===== config.mk =====
export PLATFORM = sky130hd
export DESIGN_NAME = uart_cmd_wrapper
export DESIGN_NICKNAME = d
export VERILOG_FILES = /design/src/rtl/kt_uart_pkg.sv /design/src/rtl/uart_xcvr.sv /design/src/rtl/uart_cmd_wrapper.sv
export SDC_FILE = /design/constraint.sdc
export NUM_CORES = 1
export LEC_CHECK = 0
export CAP_MARGIN = 20
export CORE_ASPECT_RATIO = 0.75
export CORE_MARGIN = 5
export CORE_UTILIZATION = 53
export CTS_CLUSTER_SIZE = 24
export DETAILED_ROUTE_END_ITERATION = 8
export PLACE_DENSITY_LB_ADDON = 0.08
export SLEW_MARGIN = 20
export SYNTH_ARGS = -nofsm -noshare
export SYNTH_HDL_FRONTEND = slang
export SYNTH_SLANG_ARGS = --single-unit

===== constraint.sdc =====
create_clock -name clk -period 2.15 [get_ports clk]
set_input_delay 0.43 -clock clk [delete_from_list [all_inputs] [get_ports clk]]
set_output_delay 0.43 -clock clk [all_outputs]
set_load 0.02 [all_outputs]

===== src/rtl/kt_uart_pkg.sv =====
`default_nettype none
// ============================================================================
//  Module      : kt_uart_pkg
//  Description : Shared types and default constants for the remote command
//                link (serializer timing, command word, assembly states).
//  Revision    : 1.0  initial release
// ============================================================================
package kt_uart_pkg;

  // Clock cycles per serial bit (100 MHz / 19200 baud)
  localparam logic [15:0] BAUD_DIV_DEFAULT = 16'd5208;

  // Max clock cycles allowed between the high byte and the low byte
  localparam logic [19:0] FRAME_TO_DEFAULT = 20'd1_000_000;

  // Byte-pair assembly states: waiting for high byte / waiting for low byte
  typedef enum logic [0:0] {
    HI = 1'b0,
    LO = 1'b1
  } asm_state_t;

  // Assembled command word {hi_byte, lo_byte}
  typedef logic [15:0] cmd_t;

endpackage
`default_nettype wire


===== src/rtl/uart_xcvr.sv =====
`default_nettype none
// ============================================================================
//  Module      : uart_xcvr
//  Description : 8N1 serial receiver and transmitter. The receiver
//                synchronizes RX, samples each bit at its midpoint and
//                pulses rx_rdy for one cycle per good byte. The transmitter
//                shifts out {stop, data, start} LSB first from a registered
//                output. Both directions run independently.
//  Revision    : 1.0  initial release
// ============================================================================
module uart_xcvr
  import kt_uart_pkg::*;
#(
  parameter logic [15:0] BAUD_DIV = BAUD_DIV_DEFAULT
) (
  input  logic       clk,
  input  logic       rst,
  input  logic       rx,
  output logic       tx,
  output logic [7:0] rx_data,
  output logic       rx_rdy,
  input  logic       tx_start,
  input  logic [7:0] tx_data,
  output logic       tx_busy,
  output logic       tx_done
);

  localparam int             CW        = $clog2(int'(BAUD_DIV) + 1);
  localparam logic [CW-1:0]  BIT_LOAD  = CW'(BAUD_DIV);
  localparam logic [CW-1:0]  HALF_LOAD = CW'(BAUD_DIV / 16'd2);
  localparam logic [CW-1:0]  CNT_ONE   = CW'(1);

  logic          rx_s1;
  logic          rx_s2;
  logic          rx_s3;
  logic          rx_active;
  logic [CW-1:0] rx_cnt;
  logic [3:0]    rx_idx;
  logic [7:0]    rx_shift;

  logic [8:0]    tx_shift;
  logic [CW-1:0] tx_cnt;
  logic [3:0]    tx_idx;

  // Last cycle of the stop bit; lets the wrapper flag completion on the same
  // edge that drops tx_busy.
  assign tx_done = tx_busy && (tx_cnt == CNT_ONE) && (tx_idx == 4'd9);

  // Two-flop synchronizer plus one history flop for falling-edge detection
  always_ff @(posedge clk) begin
    if (rst) begin
      rx_s1 <= 1'b1;
      rx_s2 <= 1'b1;
      rx_s3 <= 1'b1;
    end else begin
      rx_s1 <= rx;
      rx_s2 <= rx_s1;
      rx_s3 <= rx_s2;
    end
  end

  // Receiver: half-bit delay to the start midpoint, then one sample per bit
  always_ff @(posedge clk) begin
    if (rst) begin
      rx_active <= 1'b0;
      rx_cnt    <= '0;
      rx_idx    <= '0;
      rx_shift  <= '0;
      rx_data   <= '0;
      rx_rdy    <= 1'b0;
    end else begin
      rx_rdy <= 1'b0;
      if (!rx_active) begin
        if (rx_s3 && !rx_s2) begin
          rx_active <= 1'b1;
          rx_cnt    <= HALF_LOAD;
          rx_idx    <= 4'd0;
        end
      end else if (rx_cnt != CNT_ONE) begin
        rx_cnt <= rx_cnt - CNT_ONE;
      end else begin
        rx_cnt <= BIT_LOAD;
        rx_idx <= rx_idx + 4'd1;
        if (rx_idx == 4'd0) begin
          // Line already back high at the start midpoint: treat as a glitch
          if (rx_s2) begin
            rx_active <= 1'b0;
          end
        end else if (rx_idx == 4'd9) begin
          // Stop bit: a low stop is a framing error and the byte is dropped
          rx_active <= 1'b0;
          if (rx_s2) begin
            rx_data <= rx_shift;
            rx_rdy  <= 1'b1;
          end
        end else begin
          rx_shift <= {rx_s2, rx_shift[7:1]};
        end
      end
    end
  end

  // Transmitter: start bit driven on launch, then data and stop from tx_shift
  always_ff @(posedge clk) begin
    if (rst) begin
      tx       <= 1'b1;
      tx_busy  <= 1'b0;
      tx_shift <= '1;
      tx_cnt   <= '0;
      tx_idx   <= '0;
    end else if (!tx_busy) begin
      tx <= 1'b1;
      if (tx_start) begin
        tx_shift <= {1'b1, tx_data};
        tx       <= 1'b0;
        tx_busy  <= 1'b1;
        tx_cnt   <= BIT_LOAD;
        tx_idx   <= 4'd0;
      end
    end else if (tx_cnt != CNT_ONE) begin
      tx_cnt <= tx_cnt - CNT_ONE;
    end else if (tx_idx == 4'd9) begin
      tx_busy <= 1'b0;
      tx      <= 1'b1;
    end else begin
      tx       <= tx_shift[0];
      tx_shift <= {1'b1, tx_shift[8:1]};
      tx_idx   <= tx_idx + 4'd1;
      tx_cnt   <= BIT_LOAD;
    end
  end

endmodule
`default_nettype wire


===== src/rtl/uart_cmd_wrapper.sv =====
`default_nettype none
// ============================================================================
//  Module      : uart_cmd_wrapper
//  Description : Command-link endpoint. Pairs received bytes (high first)
//                into 16-bit commands with a ready/ack handshake, drops a
//                stale high byte after a timeout, and sends response bytes.
//  Revision    : 1.0  initial release
// ============================================================================
module uart_cmd_wrapper
  import kt_uart_pkg::*;
#(
  parameter logic [15:0] BAUD_DIV = BAUD_DIV_DEFAULT,
  parameter logic [19:0] FRAME_TO = FRAME_TO_DEFAULT
) (
  input  logic       clk,
  input  logic       rst,
  input  logic       RX,
  output logic       TX,
  output cmd_t       cmd,
  output logic       cmd_rdy,
  input  logic       clr_cmd_rdy,
  input  logic [7:0] resp,
  input  logic       send_resp,
  output logic       resp_sent,
  output logic       tx_busy
);

  logic [7:0]  rx_data;
  logic        rx_rdy;
  logic        tx_done;

  asm_state_t  state;
  logic [7:0]  hi_byte;
  logic [19:0] to_cnt;

  uart_xcvr #(
    .BAUD_DIV (BAUD_DIV)
  ) u_xcvr (
    .clk      (clk),
    .rst      (rst),
    .rx       (RX),
    .tx       (TX),
    .rx_data  (rx_data),
    .rx_rdy   (rx_rdy),
    .tx_start (send_resp),
    .tx_data  (resp),
    .tx_busy  (tx_busy),
    .tx_done  (tx_done)
  );

  // Byte-pair assembly with inter-byte timeout; completion beats a same-cycle ack
  always_ff @(posedge clk) begin
    if (rst) begin
      state   <= HI;
      hi_byte <= '0;
      to_cnt  <= '0;
      cmd     <= '0;
      cmd_rdy <= 1'b0;
    end else begin
      if (clr_cmd_rdy) begin
        cmd_rdy <= 1'b0;
      end
      case (state)
        HI: begin
          if (rx_rdy) begin
            hi_byte <= rx_data;
            to_cnt  <= '0;
            state   <= LO;
          end
        end
        LO: begin
          if (rx_rdy) begin
            cmd     <= {hi_byte, rx_data};
            cmd_rdy <= 1'b1;
            state   <= HI;
          end else if (to_cnt == FRAME_TO - 20'd1) begin
            hi_byte <= '0;
            state   <= HI;
          end else begin
            to_cnt <= to_cnt + 20'd1;
          end
        end
        default: state <= HI;
      endcase
    end
  end

  // Response status: cleared when a byte is accepted, set when its stop bit ends
  always_ff @(posedge clk) begin
    if (rst) begin
      resp_sent <= 1'b0;
    end else if (send_resp && !tx_busy) begin
      resp_sent <= 1'b0;
    end else if (tx_done) begin
      resp_sent <= 1'b1;
    end
  end

endmodule
`default_nettype wire


==> metrics <==
worst r2r path cells 7; status finished, final reports clean; Post-DP Area slightly below 6000 sq um; commonest cells in the netlist 112 x dfxtp_1, 74 x nor2_1, 51 x a21oi_1; Design Area, Final 6118 sq um; fin worst setup slack 0.01824 ns; CTS Buf Count 9; post-synthesis sequential area ratio 43.48%; final worst path period share 99.15%; total track usage a little over a fifth; CP top delay family simple AND/OR/NAND/NOR gates; clock sinks 112; RR Endpoint u_xcvr.rx_shift[5]; 1st-iter DRT viols between 300 and 400; max-capacitance violation count 0; Layout Nets 674; root buf cell clkbuf_16; CTS H-tree depth 3; largest net degree at the start of global routing between 60 and 70; Yosys cell types 58; WL final 12.13 mm; Vias 4,528; DRT Pass-1 Iters 5; slew at the pin with the worst max-slew slack roughly 0.76 ns; post-synthesis xor/xnor area fraction 1.868%; Via density 5.753; Avg Cell Area, Syn 8.622 sq um; Register Area between 2000 and 2500 sq um; Post-Route Utilization 63.86%; number of synthesized flops with an enable pin 0; cell taking the most area after synthesis dfxtp_1; Synth Warn # 0; Critical Path Start u_xcvr.rx_cnt[5]; Synth Area in Simple Gates 24.48%; post-synthesis mux area share between 8 and 9%; Final min period 2.132 ns; Area Growth Syn to Fin 18.66%; Critical Path Max Stage Delay 0.54 ns; gr busiest metal met2; clk_skew 0.01439 ns; Buf/Inv on CP 2; fmax about 470 MHz; dominant cells by area after synthesis dfxtp_1 43%, mux2i_1 7.8%, nor2_1 5.4%; RSZ-0062 raised after global routing true; final setup vio count 0; CTS tree done; GR Layer Usage met3 4.448%; DR DRC count 0; Core Footprint 9580 sq um; first-pass GRT wire length 20.53 mm; logic depth of the worst path, buffers included 7; cells after synthesis 598; number of global-route vias before repair 4,335; synthesized cell area 5156 sq um; Tot Pwr 4.338 mW; remaining antenna violation count 0; gpl congestion around 0.9; CP startpoint kind flip-flop; WP data arrival 2.35 ns; number of fill cells 832; count of final hold-check violations 0; post-synth top area share 43.48%; share of post-route cells with drive strength above 1 11.76%; most used flip-flop cell after synthesis dfxtp_1; max-slew violations 0; Max clock buf depth 2; Worst Hold Class flip-flop to flip-flop; final total negative setup slack 0 ns; I/O pin count 33; Max IR drop VDD 0.3675 mV; dpl ws 0.02068 ns; critical path type flip-flop to flip-flop; met2 GRT Util between 30% and 40%; std cell rows 31; initial antenna violation count 0; Die Y 95.42 microns; DIE AREA 11,820 sq um; area of the multi-input gates approximately 2700 sq um; maximum fanout along the worst path 8; crit end category flip-flop; slowest cell on the critical path or4_4; Register-to-Register Setup Slack 0.02 ns; largest family of logic cells by synthesized area simple AND/OR/NAND/NOR gates; die width 123.9 microns; Power Dens Cells 709.0 nW/um^2; hpwl dp 8.335 mm; Relative slew margins 49.19%; end of the critical path u_xcvr.rx_shift[5]; Global Route met1 Usage a little under a third; complex-gate fraction of the synthesized area 14.75%; clock insertion delay at the later pin of the skew report 0.35 ns; critical-path cell list or4_4, or3_4, buf_6, nor3_4, buf_12, mux2i_1, nor2_1; asr flop ratio synth 0%; initial core utilization roughly 54%; n_diodes 0; grt total ovfl 0; IO buf count 32; flops & latches, synth 112; Lkg Pwr 2.136 nW; count leader, synth dfxtp_1; RR Startpoint u_xcvr.rx_cnt[5]; WL per Instance 15.42 microns; post-synthesis adder-cell area fraction 2.669%; CTS clk-pin slew, worst paths 0.08 ns; syn_nets 622; Req. time, crit path 2.36 ns
power by group:
group          total [mW]  switching, mW  internal, mW  leakage [nW]
clock network        1.64          0.823         0.822         0.139
registers            2.19         0.0600          2.13         0.909
logic               0.499          0.269         0.230          1.09
total                4.34           1.15          3.19          2.14
cells in the final DEF, fill, tap and decap left out, types with 3 or more instances in the layout:
cell type and count:
inv_1 14, or4_1 3, xnor2_1 3, nor4_1 10
a21oi_1 51, nor2_1 73, nor3_1 21, nand4b_1 3
nand2b_1 5, a311oi_1 8, mux2i_1 40, o21ai_0 24
a211oi_1 3, clkbuf_16 9, a31oi_1 18, or2_2 5
mux2_2 3, nand2_1 50, nand4_1 11, nand3b_1 6
xor2_1 8, buf_4 36, nand3_1 24, or3_1 13
and3_1 4, clkdlybuf4s50_1 31, ha_1 11, dfxtp_1 110
routing by layer:
layer  up-vias  wire length, microns
li1       2274                     -
met1      2139                  6060
met2       108                  5466
met3         7                   526
met4         0                    79
met5         -                     0
cells by family after synthesis:
logic type	Yosys count
AND/OR/NAND/NOR	250
adder cells (fa/ha/maj)	11
buffers and inverters	44
flip-flops	112
XOR/XNOR	11
multiplexers	43
AO/OA/AOI/OAI	127
worst reg2reg max path, stage by stage, from the launching register on:
cell and delay (ns):
dfxtp_2 0.33, or4_4 0.54, or3_4 0.40, buf_6 0.15
nor3_4 0.19, buf_12 0.16, mux2i_1 0.19, nor2_1 0.06
area by class of cell:
class	count	share of cell area, %
clock buffer	9	3.681
sequential	112	36.69
inverter	14	0.8589
clock inverter	7	1.166
multi-input combinational	442	44.50
timing repair buffer	71	10.41
tap	132	2.699
flip-flops by register name, summed over array words and instances, names as in the netlist, 8 cells and up:
signal / count
hi_byte: 8
u_xcvr.tx_cnt: 13
u_xcvr.rx_cnt: 13
u_xcvr.rx_shift: 8
to_cnt: 20
cmd: 16
u_xcvr.rx_data: 8
u_xcvr.tx_shift: 8
worst min-delay path by stage:
| stage | startpoint | endpoint | slack, ns | cells past startpoint |
|---|---|---|---|---|
| 6_report | u_xcvr.rx_s1 | u_xcvr.rx_s2 | 0.44 | 1 |
| 4_1_cts | u_xcvr.rx_s1 | u_xcvr.rx_s2 | 0.44 | 1 |
| 3_3_place_gp | u_xcvr.rx_s1 | u_xcvr.rx_s2 | 0.39 | 1 |
| 3_5_place_dp | u_xcvr.rx_s1 | u_xcvr.rx_s2 | 0.40 | 1 |
| 5_1_grt | u_xcvr.rx_s1 | u_xcvr.rx_s2 | 0.45 | 1 |
| 2_1_floorplan | u_xcvr.rx_s1 | u_xcvr.rx_s2 | 0.39 | 1 |
through the flow:
step	std cells	hold slack (ns)
after floorplan	598	0.3895
after global placement	769	0.3925
after detailed placement	769	0.4047
after CTS	785	0.4366
after global routing	787	0.4475
final	787	0.4390
what timing repair did:
item | in CTS | in global routing
endpoints found under the hold margin | 0 | 0
hold buffers | 0 | 0
setup buffers | 0 | 2
endpoints found under the setup margin | 0 | 37
resized for setup | 0 | 9
No activity file was read; power rests on OpenSTA's default activity.
